==> src/rtl/camera_pkg.sv <==
// Shared types and constants for the camera readout path.
// Holds the readout FSM states, row identifiers and the row-select decoder.
package camera_pkg;

  localparam int DEF_DATA_W = 8;
  localparam int NPIX       = 4;
  localparam int IDX_W      = 2;

  typedef enum logic [1:0] {
    IDLE    = 2'd0,
    WAIT_R1 = 2'd1,
    WAIT_R2 = 2'd2,
    DRAIN   = 2'd3
  } state_t;

  typedef enum logic [1:0] {
    ROW_NONE = 2'd0,
    ROW_R1   = 2'd1,
    ROW_R2   = 2'd2
  } row_t;

  // Exactly one active-low row enable selects a row; anything else is ambiguous.
  function automatic row_t decode_row(input logic nre_r1, input logic nre_r2);
    row_t r;
    case ({nre_r1, nre_r2})
      2'b01:   r = ROW_R1;
      2'b10:   r = ROW_R2;
      default: r = ROW_NONE;
    endcase
    return r;
  endfunction

endpackage

==> src/rtl/edge_detect.sv <==
// Registers a strobe once and produces single-cycle rise/fall pulses.
// The pulses are combinational against the registered copy.
module edge_detect (
  input  logic clk,
  input  logic rst,
  input  logic d,
  output logic rise,
  output logic fall
);

  logic lvl_d;
  logic lvl_q;

  always_comb begin
    lvl_d = d;
  end

  always_ff @(posedge clk or posedge rst) begin
    if (rst) begin
      lvl_q <= 1'b0;
    end else begin
      lvl_q <= lvl_d;
    end
  end

  assign rise = d & ~lvl_q;
  assign fall = ~d & lvl_q;

endmodule

==> src/rtl/pixel_readout.sv <==
// Captures the two column samples of each row of a 2x2 pixel array and
// streams the completed frame out over a valid/ready handshake.
module pixel_readout
  import camera_pkg::*;
#(
  parameter int DATA_W = DEF_DATA_W
) (
  input  logic                  Clk,
  input  logic                  Reset,
  input  logic                  Erase,
  input  logic                  NRE_R1,
  input  logic                  NRE_R2,
  input  logic                  ADC,
  input  logic [2*DATA_W-1:0]   Col_data,
  output logic [DATA_W-1:0]     Pix_data,
  output logic                  Pix_valid,
  input  logic                  Pix_ready,
  output logic                  Pix_last,
  output logic                  Frame_done,
  output logic [1:0]            Err
);

  logic adc_rise, adc_fall;
  logic erase_rise, erase_fall;

  edge_detect u_adc_edge (
    .clk  (Clk),
    .rst  (Reset),
    .d    (ADC),
    .rise (adc_rise),
    .fall (adc_fall)
  );

  edge_detect u_erase_edge (
    .clk  (Clk),
    .rst  (Reset),
    .d    (Erase),
    .rise (erase_rise),
    .fall (erase_fall)
  );

  state_t             state_d, state_q;
  row_t               row_d, row_q;
  logic [IDX_W-1:0]   idx_d, idx_q;
  logic [DATA_W-1:0]  pix_buf_d [NPIX];
  logic [DATA_W-1:0]  pix_buf_q [NPIX];
  logic [DATA_W-1:0]  pix_data_d, pix_data_q;
  logic               pix_valid_d, pix_valid_q;
  logic               pix_last_d, pix_last_q;
  logic               frame_done_d, frame_done_q;
  logic [1:0]         err_d, err_q;
  logic               hs;
  logic [DATA_W-1:0]  col1, col2;

  assign col1 = Col_data[DATA_W-1:0];
  assign col2 = Col_data[2*DATA_W-1:DATA_W];
  assign hs   = pix_valid_q & Pix_ready;

  // Next-state, capture and output-register logic for the readout FSM.
  always_comb begin
    state_d      = state_q;
    row_d        = row_q;
    idx_d        = idx_q;
    pix_buf_d    = pix_buf_q;
    pix_data_d   = pix_data_q;
    pix_valid_d  = 1'b0;
    pix_last_d   = 1'b0;
    frame_done_d = 1'b0;
    err_d        = err_q;

    if (adc_rise) begin
      row_d = decode_row(NRE_R1, NRE_R2);
    end else begin
      row_d = row_q;
    end

    case (state_q)
      IDLE: begin
        if (erase_rise) begin
          state_d = WAIT_R1;
          idx_d   = {IDX_W{1'b0}};
        end else begin
          state_d = IDLE;
        end
      end
      WAIT_R1: begin
        // Erase outranks a capture landing on the same edge.
        if (erase_rise) begin
          err_d[0] = 1'b1;
          state_d  = WAIT_R1;
          idx_d    = {IDX_W{1'b0}};
        end else if (adc_fall) begin
          if (row_q == ROW_R1) begin
            pix_buf_d[0] = col1;
            pix_buf_d[1] = col2;
            state_d      = WAIT_R2;
          end else begin
            err_d[1] = 1'b1;
          end
        end else begin
          state_d = WAIT_R1;
        end
      end
      WAIT_R2: begin
        if (erase_rise) begin
          err_d[0] = 1'b1;
          state_d  = WAIT_R1;
          idx_d    = {IDX_W{1'b0}};
        end else if (adc_fall) begin
          if (row_q == ROW_R2) begin
            pix_buf_d[2] = col1;
            pix_buf_d[3] = col2;
            idx_d        = {IDX_W{1'b0}};
            state_d      = DRAIN;
          end else begin
            err_d[1] = 1'b1;
          end
        end else begin
          state_d = WAIT_R2;
        end
      end
      DRAIN: begin
        // idx names the pixel presented on Pix_data once these registers load.
        if (erase_rise) begin
          err_d[0] = 1'b1;
          state_d  = WAIT_R1;
          idx_d    = {IDX_W{1'b0}};
        end else if (hs && (idx_q == IDX_W'(NPIX - 1))) begin
          frame_done_d = 1'b1;
          state_d      = IDLE;
          idx_d        = {IDX_W{1'b0}};
        end else begin
          if (hs) begin
            idx_d = idx_q + IDX_W'(1);
          end else begin
            idx_d = idx_q;
          end
          pix_valid_d = 1'b1;
          pix_data_d  = pix_buf_q[idx_d];
          pix_last_d  = (idx_d == IDX_W'(NPIX - 1));
        end
      end
      default: begin
        state_d = IDLE;
        idx_d   = {IDX_W{1'b0}};
      end
    endcase
  end

  // State, buffer and output registers.
  always_ff @(posedge Clk or posedge Reset) begin
    if (Reset) begin
      state_q      <= IDLE;
      row_q        <= ROW_NONE;
      idx_q        <= {IDX_W{1'b0}};
      pix_data_q   <= {DATA_W{1'b0}};
      pix_valid_q  <= 1'b0;
      pix_last_q   <= 1'b0;
      frame_done_q <= 1'b0;
      err_q        <= 2'b00;
      for (int i = 0; i < NPIX; i++) begin
        pix_buf_q[i] <= {DATA_W{1'b0}};
      end
    end else begin
      state_q      <= state_d;
      row_q        <= row_d;
      idx_q        <= idx_d;
      pix_data_q   <= pix_data_d;
      pix_valid_q  <= pix_valid_d;
      pix_last_q   <= pix_last_d;
      frame_done_q <= frame_done_d;
      err_q        <= err_d;
      for (int i = 0; i < NPIX; i++) begin
        pix_buf_q[i] <= pix_buf_d[i];
      end
    end
  end

  assign Pix_data   = pix_data_q;
  assign Pix_valid  = pix_valid_q;
  assign Pix_last   = pix_last_q;
  assign Frame_done = frame_done_q;
  assign Err        = err_q;

endmodule

==> config.mk <==
export PLATFORM = sky130hd
export DESIGN_NAME = pixel_readout
export DESIGN_NICKNAME = d
export VERILOG_FILES = /design/src/rtl/camera_pkg.sv /design/src/rtl/edge_detect.sv /design/src/rtl/pixel_readout.sv
export SDC_FILE = /design/constraint.sdc
export NUM_CORES = 1
export LEC_CHECK = 0
export BUFFER_PORTS_ARGS = -buffer_cell sky130_fd_sc_hd__buf_2
export CAP_MARGIN = 10
export CORE_ASPECT_RATIO = 1.5
export CORE_UTILIZATION = 56
export DETAILED_ROUTE_END_ITERATION = 12
export PLACE_DENSITY = 0.81
export SLEW_MARGIN = 20
export SYNTH_ARGS = -nofsm -noshare
export SYNTH_HDL_FRONTEND = slang
export SYNTH_SLANG_ARGS = --single-unit
==> constraint.sdc <==
create_clock -name Clk -period 2.19 [get_ports Clk]
set_clock_uncertainty 0.15 [all_clocks]
set_input_delay 0.219 -clock Clk [delete_from_list [all_inputs] [get_ports Clk]]
set_output_delay 0.219 -clock Clk [all_outputs]
set_load 0.01 [all_outputs]
# ---- Yosys cells after proc, flatten, opt, wreduce, memory -nomap -nowiden
# Cells that the tools add are included.
dict set report word_totals {
  register_bits 53
  inputBits 23
  output_inout_bits 13
  wordCells 101
}
dict set report op_classes {
  n_addsub 1
  order_cmp 1
  n_eq_ne 21
  muxes 41
  n_bitwise 10
  reduce_logical 12
}
# operator count
set ops {}
lappend ops {{2-bit two-way mux} 18}
lappend ops {{8-bit binary-select mux with 2-bit select} 1}
lappend ops {{1-bit two-way mux} 16}
lappend ops {{8-bit two-way mux} 2}
lappend ops {{2-bit equality test, second input constant} 6}
lappend ops {{2-bit != test, second input constant} 6}
lappend ops {{3-bit != test, second input constant} 3}
lappend ops {{3-bit AND reduction} 3}
lappend ops {{4-bit != test, second input constant} 2}
lappend ops {{2-bit one-hot mux with 4 select lines} 1}
lappend ops {{4-bit AND reduction} 2}
lappend ops {{7-bit AND reduction} 1}
lappend ops {{2-bit by 1-bit equality test with 1-bit output, second input constant} 3}
lappend ops {{2-bit one-hot mux with 3 select lines} 1}
lappend ops {{1-bit NOT} 5}
lappend ops {{1-bit AND} 4}
lappend ops {{2-bit one-hot mux with 2 select lines} 1}
lappend ops {{3-bit greater-or-equal comparator, second input constant} 1}
lappend ops {{2-bit NOT with 3-bit output} 1}
lappend ops {{3-bit OR reduction} 1}
lappend ops {{2-bit by 1-bit adder with 2-bit output, second input constant} 1}
lappend ops {{2-bit logical NOT} 1}
lappend ops {{2-bit by 1-bit != test with 1-bit output, second input constant} 1}
lappend ops {{1-bit one-hot mux with 2 select lines} 1}
lappend ops {{4 further kinds} 4}

# ---- Depth between registers and ports, before layout
dict set report depth {
  word_depth 9
  depth_mapped 6
  depth_no_buf 6
}

# ---- Modules after synthesis
# Synthesis repeated with hierarchy kept, for this count alone.
dict set report unflattened {
  hier_cells 197
  hier_area_um2 2468.6
}
# mod instances cells_each area_per_inst_um2
set by_module_without_submodules {}
lappend by_module_without_submodules {pixel_readout 1 189 2381.0}
lappend by_module_without_submodules {edge_detect 2 4 43.8}

# ---- Worst setup path after synthesis
# OpenSTA, ideal clock, no wires.
dict set report synth_path {
  path_type {register -> register}
  from {register state_q[0]}
  to {register pix_buf_q[10] (netlist name)}
  setup_ns 0.125
  arrival_ns 1.613
  required_time_ns 1.915
  slack_ns 0.302
  stages_incl_launch_ff 7
  synth_period_minus_slack_ns 1.888
  cell_sequence {dfrtp_1 -> inv_1 -> ha_1 -> nand3_1 -> nor2_2 -> buf_4 -> mux2_2}
}
dict set report synth_via {
  elab_chain_cells 2
}
# item line_no
set synth_lines {}
lappend synth_lines {{start, declared} pixel_readout.sv:42} ;# state_t state_d, state_q;
lappend synth_lines {{start signal, assigned} pixel_readout.sv:165} ;# state_q <= state_d;
lappend synth_lines {{2-bit equality test} pixel_readout.sv:77} ;# case (state_q)
lappend synth_lines {{4-bit AND reduction (no source line)} -}
lappend synth_lines {{end signal, assigned by index} pixel_readout.sv:162} ;# pix_buf_q[i] <= {DATA_W{1'b0}};
lappend synth_lines {{end signal, assigned by index} pixel_readout.sv:174} ;# pix_buf_q[i] <= pix_buf_d[i];
lappend synth_lines {{end, declared} pixel_readout.sv:46} ;# logic [DATA_W-1:0] pix_buf_q [NPIX];
# No other way between the ends.
# A chain may end at the register's enable or synchronous reset.

# ---- Worst setup path after layout
dict set report layout_path {
  from {register idx_q[0]}
  to {register pix_data_q[6] (netlist: Pix_data[6])}
}
dict set report layout_via {
  elab_chain_cells 9
  elab_cells_between_ends 13
}
# item line_no
set layout_lines {}
lappend layout_lines {{start, declared} pixel_readout.sv:44} ;# logic [IDX_W-1:0] idx_d, idx_q;
lappend layout_lines {{start signal, assigned} pixel_readout.sv:155} ;# idx_q <= {IDX_W{1'b0}};
lappend layout_lines {{start signal, assigned} pixel_readout.sv:167} ;# idx_q <= idx_d;
lappend layout_lines {{2-bit by 1-bit adder with 2-bit output} pixel_readout.sv:134} ;# idx_d = idx_q + IDX_W'(1);
lappend layout_lines {{2-bit two-way mux} pixel_readout.sv:133} ;# if (hs) begin
lappend layout_lines {{2-bit two-way mux} pixel_readout.sv:128} ;# end else if (hs && (idx_q == IDX_W'(NPIX - 1))) begin
lappend layout_lines {{2-bit two-way mux} pixel_readout.sv:124} ;# if (erase_rise) begin
lappend layout_lines {{2-bit two-way mux} pixel_readout.sv:77}
lappend layout_lines {{2-bit NOT with 3-bit output (implied by the code)} pixel_readout.sv:139} ;# pix_data_d = pix_buf_q[idx_d];
lappend layout_lines {{8-bit binary-select mux with 2-bit select} pixel_readout.sv:139}
lappend layout_lines {{8-bit two-way mux (implied by the code) (2 in series)} pixel_readout.sv:139}
lappend layout_lines {{end signal, assigned} pixel_readout.sv:156} ;# pix_data_q <= {DATA_W{1'b0}};
lappend layout_lines {{end signal, assigned} pixel_readout.sv:168} ;# pix_data_q <= pix_data_d;
lappend layout_lines {{end, declared} pixel_readout.sv:47} ;# logic [DATA_W-1:0] pix_data_d, pix_data_q;
# Parallel ways exist; a longest one is shown, timed or not. The select of a mux whose other input is x is not followed.

==> impl_metrics.py <==
metrics = {
    "pwr": {
        "p_int_mw": 1.65,
        "p_leak_nw": 1.49,
        "p_sw_frac": 0.256,
        "p_seq_frac": 0.535,
        "p_clk_frac": 0.307,
        "power.density_nw_per_um2": 732,
        "power_switching_uw": 567,
        "pwr-share-comb": 0.158,
        "vdd_drop_max_mv": 0.654,
    },
    "sta": {
        "tns_ns": 0,
        "report.final.setup_viol": 0,
        "rsz0062_at_grt": "false",
        "max-slew-margin-rel": 0.646,
        "maxSlewViolCount": 0,
        "fmax_ghz": 0.499,
        "hold_viol": 0,
        "worst_pin_slew_ns": 0.530,
        "min_period_over_period": 0.914,
        "final.min_clock_period_ns": 2.00,
    },
    "layout": {
        "seq_area_um2": 1330,
        "multi_input_area_um2": 1070,
        "drive_above_1_share": 0.365,
        "final_nets": 283,
        "syn_to_final_growth_pct": 22.7,
        "fin_util": 0.719,
        "n_fill_cell": 282,
        "n_antenna_cell": 0,
    },
    "grt": {
        "grt_pass1_wl_um": 8540,
        "antenna_found_initial": 0,
        "grt_use_total": 0.236,
        "grt_pass1_vias": 1873,
        "grt_overflow": 0,
        "grt_max_degree": 28,
    },
    "synth": {
        "synth.area.top_cells": "dfrtp_1, mux2_2, a211oi_1, mux2i_1, ha_1",
        "synth_fp_nets": 222,
        "synthCells": 193,
        "synth_most_common_cell": "dfrtp_1",
        "avgSynthCellArea_um2": 12.8,
        "synthDistinctLibCells": 39,
        "async_flop_share": 1.00,
        "seq_area_frac_synth": 0.538,
        "synth_edf_count": 0,
        "synth_flop_cell": "dfrtp_1",
        "synth_commonest_cells": "dfrtp_1, mux2_2, a211oi_1",
        "synth_largest_area_cell": "dfrtp_1",
        "synth_seq_cells": 53,
        "synth.cell_area_um2": 2460,
        "yosysTopAreaCellShare": 0.538,
        "yosysWarnings": 0,
    },
    "drt": {
        "wl_um": 4830,
        "num_vias": 1717,
        "wl_per_cell_um": 16.0,
        "drc": 0,
        "firstDrtPassIters": 4,
        "first_iter_violations": 84,
        "ant_nets": 0,
        "vias_per_cell": 5.70,
    },
    "clocking": {
        "clk_latency_ns": 0.31,
        "htree_levels": 2,
        "cts_tree": "built",
        "ctsLongestPathBuffers": 2,
        "numClockSinks": 53,
        "clockRootBuffer": "clkbuf_8",
        "clk_pin_slew_worst_paths_ns": 0.10,
        "numCtsBuffers": 5,
    },
    "floorplan": {
        "dieArea_um2": 4680,
        "die_h_um": 83.3,
        "core_um2": 4210,
        "std_cell_rows": 29,
        "io_pins": 36,
        "dieWidth_um": 56.2,
        "start_util": 0.586,
    },
    "placed_design": {
        "dpl.hpwl_um": 3450,
        "port_buffers": 35,
        "gp_routability_congestion": 0.864,
    },
    "run_status": {
        "status": "finished clean",
    },
    "worst_setup_path": {
        "crit_path_end_kind": "flop",
        "cp-start-kind": "flop",
        "cp.arrival_ns": 2.04,
        "path_max_fanout": 10,
        "required_ns": 2.23,
        "critPathKind": "reg -> reg",
    },
    "flow_run": {
        "drv_cap": 0,
    },
    "hold_path": {
        "hold_class": "in -> reg",
    },
}
cells in the final DEF, fill, tap and decap left out, types with 2 or more instances in the layout:
| master | count |
|---|---|
| o21ai_0 | 4 |
| dfrtp_1 | 53 |
| nor3b_1 | 9 |
| nor2_1 | 11 |
| a21boi_0 | 2 |
| clkbuf_8 | 5 |
| inv_6 | 2 |
| inv_1 | 4 |
| buf_2 | 35 |
| ha_1 | 6 |
| a21oi_1 | 3 |
| nand2_1 | 2 |
| dlygate4sd3_1 | 16 |
| nand3b_1 | 2 |
| nor2_2 | 2 |
| nor2b_1 | 2 |
| a211oi_1 | 16 |
| mux2i_1 | 10 |
| nand3_1 | 8 |
| mux2_2 | 32 |
| buf_12 | 2 |
| buf_4 | 7 |
repair_timing:
action,CTS,global route
setup buffers,0,0
gates resized for setup,0,1
hold buffers,16,0
hold endpoints to repair,52,0
setup endpoints to repair,0,1
cells by family after synthesis:
kind of cell               Yosys count  share of synthesized area
DFF                                 53                      0.538
and+or+nand+nor                     47                      0.119
AOI/OAI and AO/OA                   33                     0.0990
muxes                               42                      0.187
adders and majority gates            6                     0.0305
buffers and inverters               12                     0.0269
worst paths after layout:
check                            start            end  slack (ns)  depth (start not counted)
min reg2reg                     Err[0]         Err[0]        0.33                          1
max                           idx_q[0]    Pix_data[6]        0.19                          4
max reg2reg                   idx_q[0]    Pix_data[6]        0.19                          4
min in group asynchronous        Reset  pix_buf_q[25]        0.34                          3
max in group asynchronous        Reset  pix_buf_q[27]        0.93                          4
min                        Col_data[6]  pix_buf_q[30]       0.009                          2
metrics by stage:
step | power (mW) | hold slack [ns] | instance area [um^2] | cells | setup slack [ns]
floorplan | 1.41 | 0.100 | 2460 | 193 | 0.302
global route | 2.33 | 0.00242 | 3030 | 301 | 0.0703
detailed placement | 1.53 | 0.145 | 2750 | 277 | 0.183
finish | 2.21 | 0.00881 | 3030 | 301 | 0.187
global placement | 1.52 | 0.136 | 2750 | 277 | 0.295
CTS | 2.23 | 0.000612 | 3020 | 301 | 0.107
power by group through the flow:
stage | Sequential, mW | Clock (mW) | Combinational (mW)
5_1_grt | 1.20 | 0.736 | 0.389
3_5_place_dp | 1.20 | 0 | 0.330
3_3_place_gp | 1.20 | 0 | 0.318
6_report | 1.18 | 0.680 | 0.349
2_1_floorplan | 1.20 | 0 | 0.205
4_1_cts | 1.18 | 0.697 | 0.352
sequential cells by signal (all words and copies together), names as in the netlist, 2 cells and up:
signal,flops
idx_q,2
state_q,2
Pix_data,8
row_q,2
Err,2
pix_buf_q,32
critical path, stage by stage, from the launching register on:
cell and delay (ns):
dfrtp_1 0.43, and3b_1 0.55, or2_1 0.39, mux2i_1 0.26
a211oi_1 0.09
metal layers:
metal  vias to the layer above  global-route usage  wire length, um  share of wire
met2                        44               0.405             2570           0.53
met3                         8              0.0592              196          0.041
li1                        833                   -                -              -
met5                         -                   0                0              0
met4                         0              0.0865               63          0.013
met1                       832               0.285             1990           0.41
layout make-up:
class | count | area share
timing repair buffer | 60 | 0.141
sequential | 53 | 0.438
multi-input combinational | 128 | 0.355
clock buffer | 5 | 0.0227
clock inverter | 3 | 0.0157
inverter | 6 | 0.00744
tap | 46 | 0.0190
No activity file was read; power rests on OpenSTA's default activity.
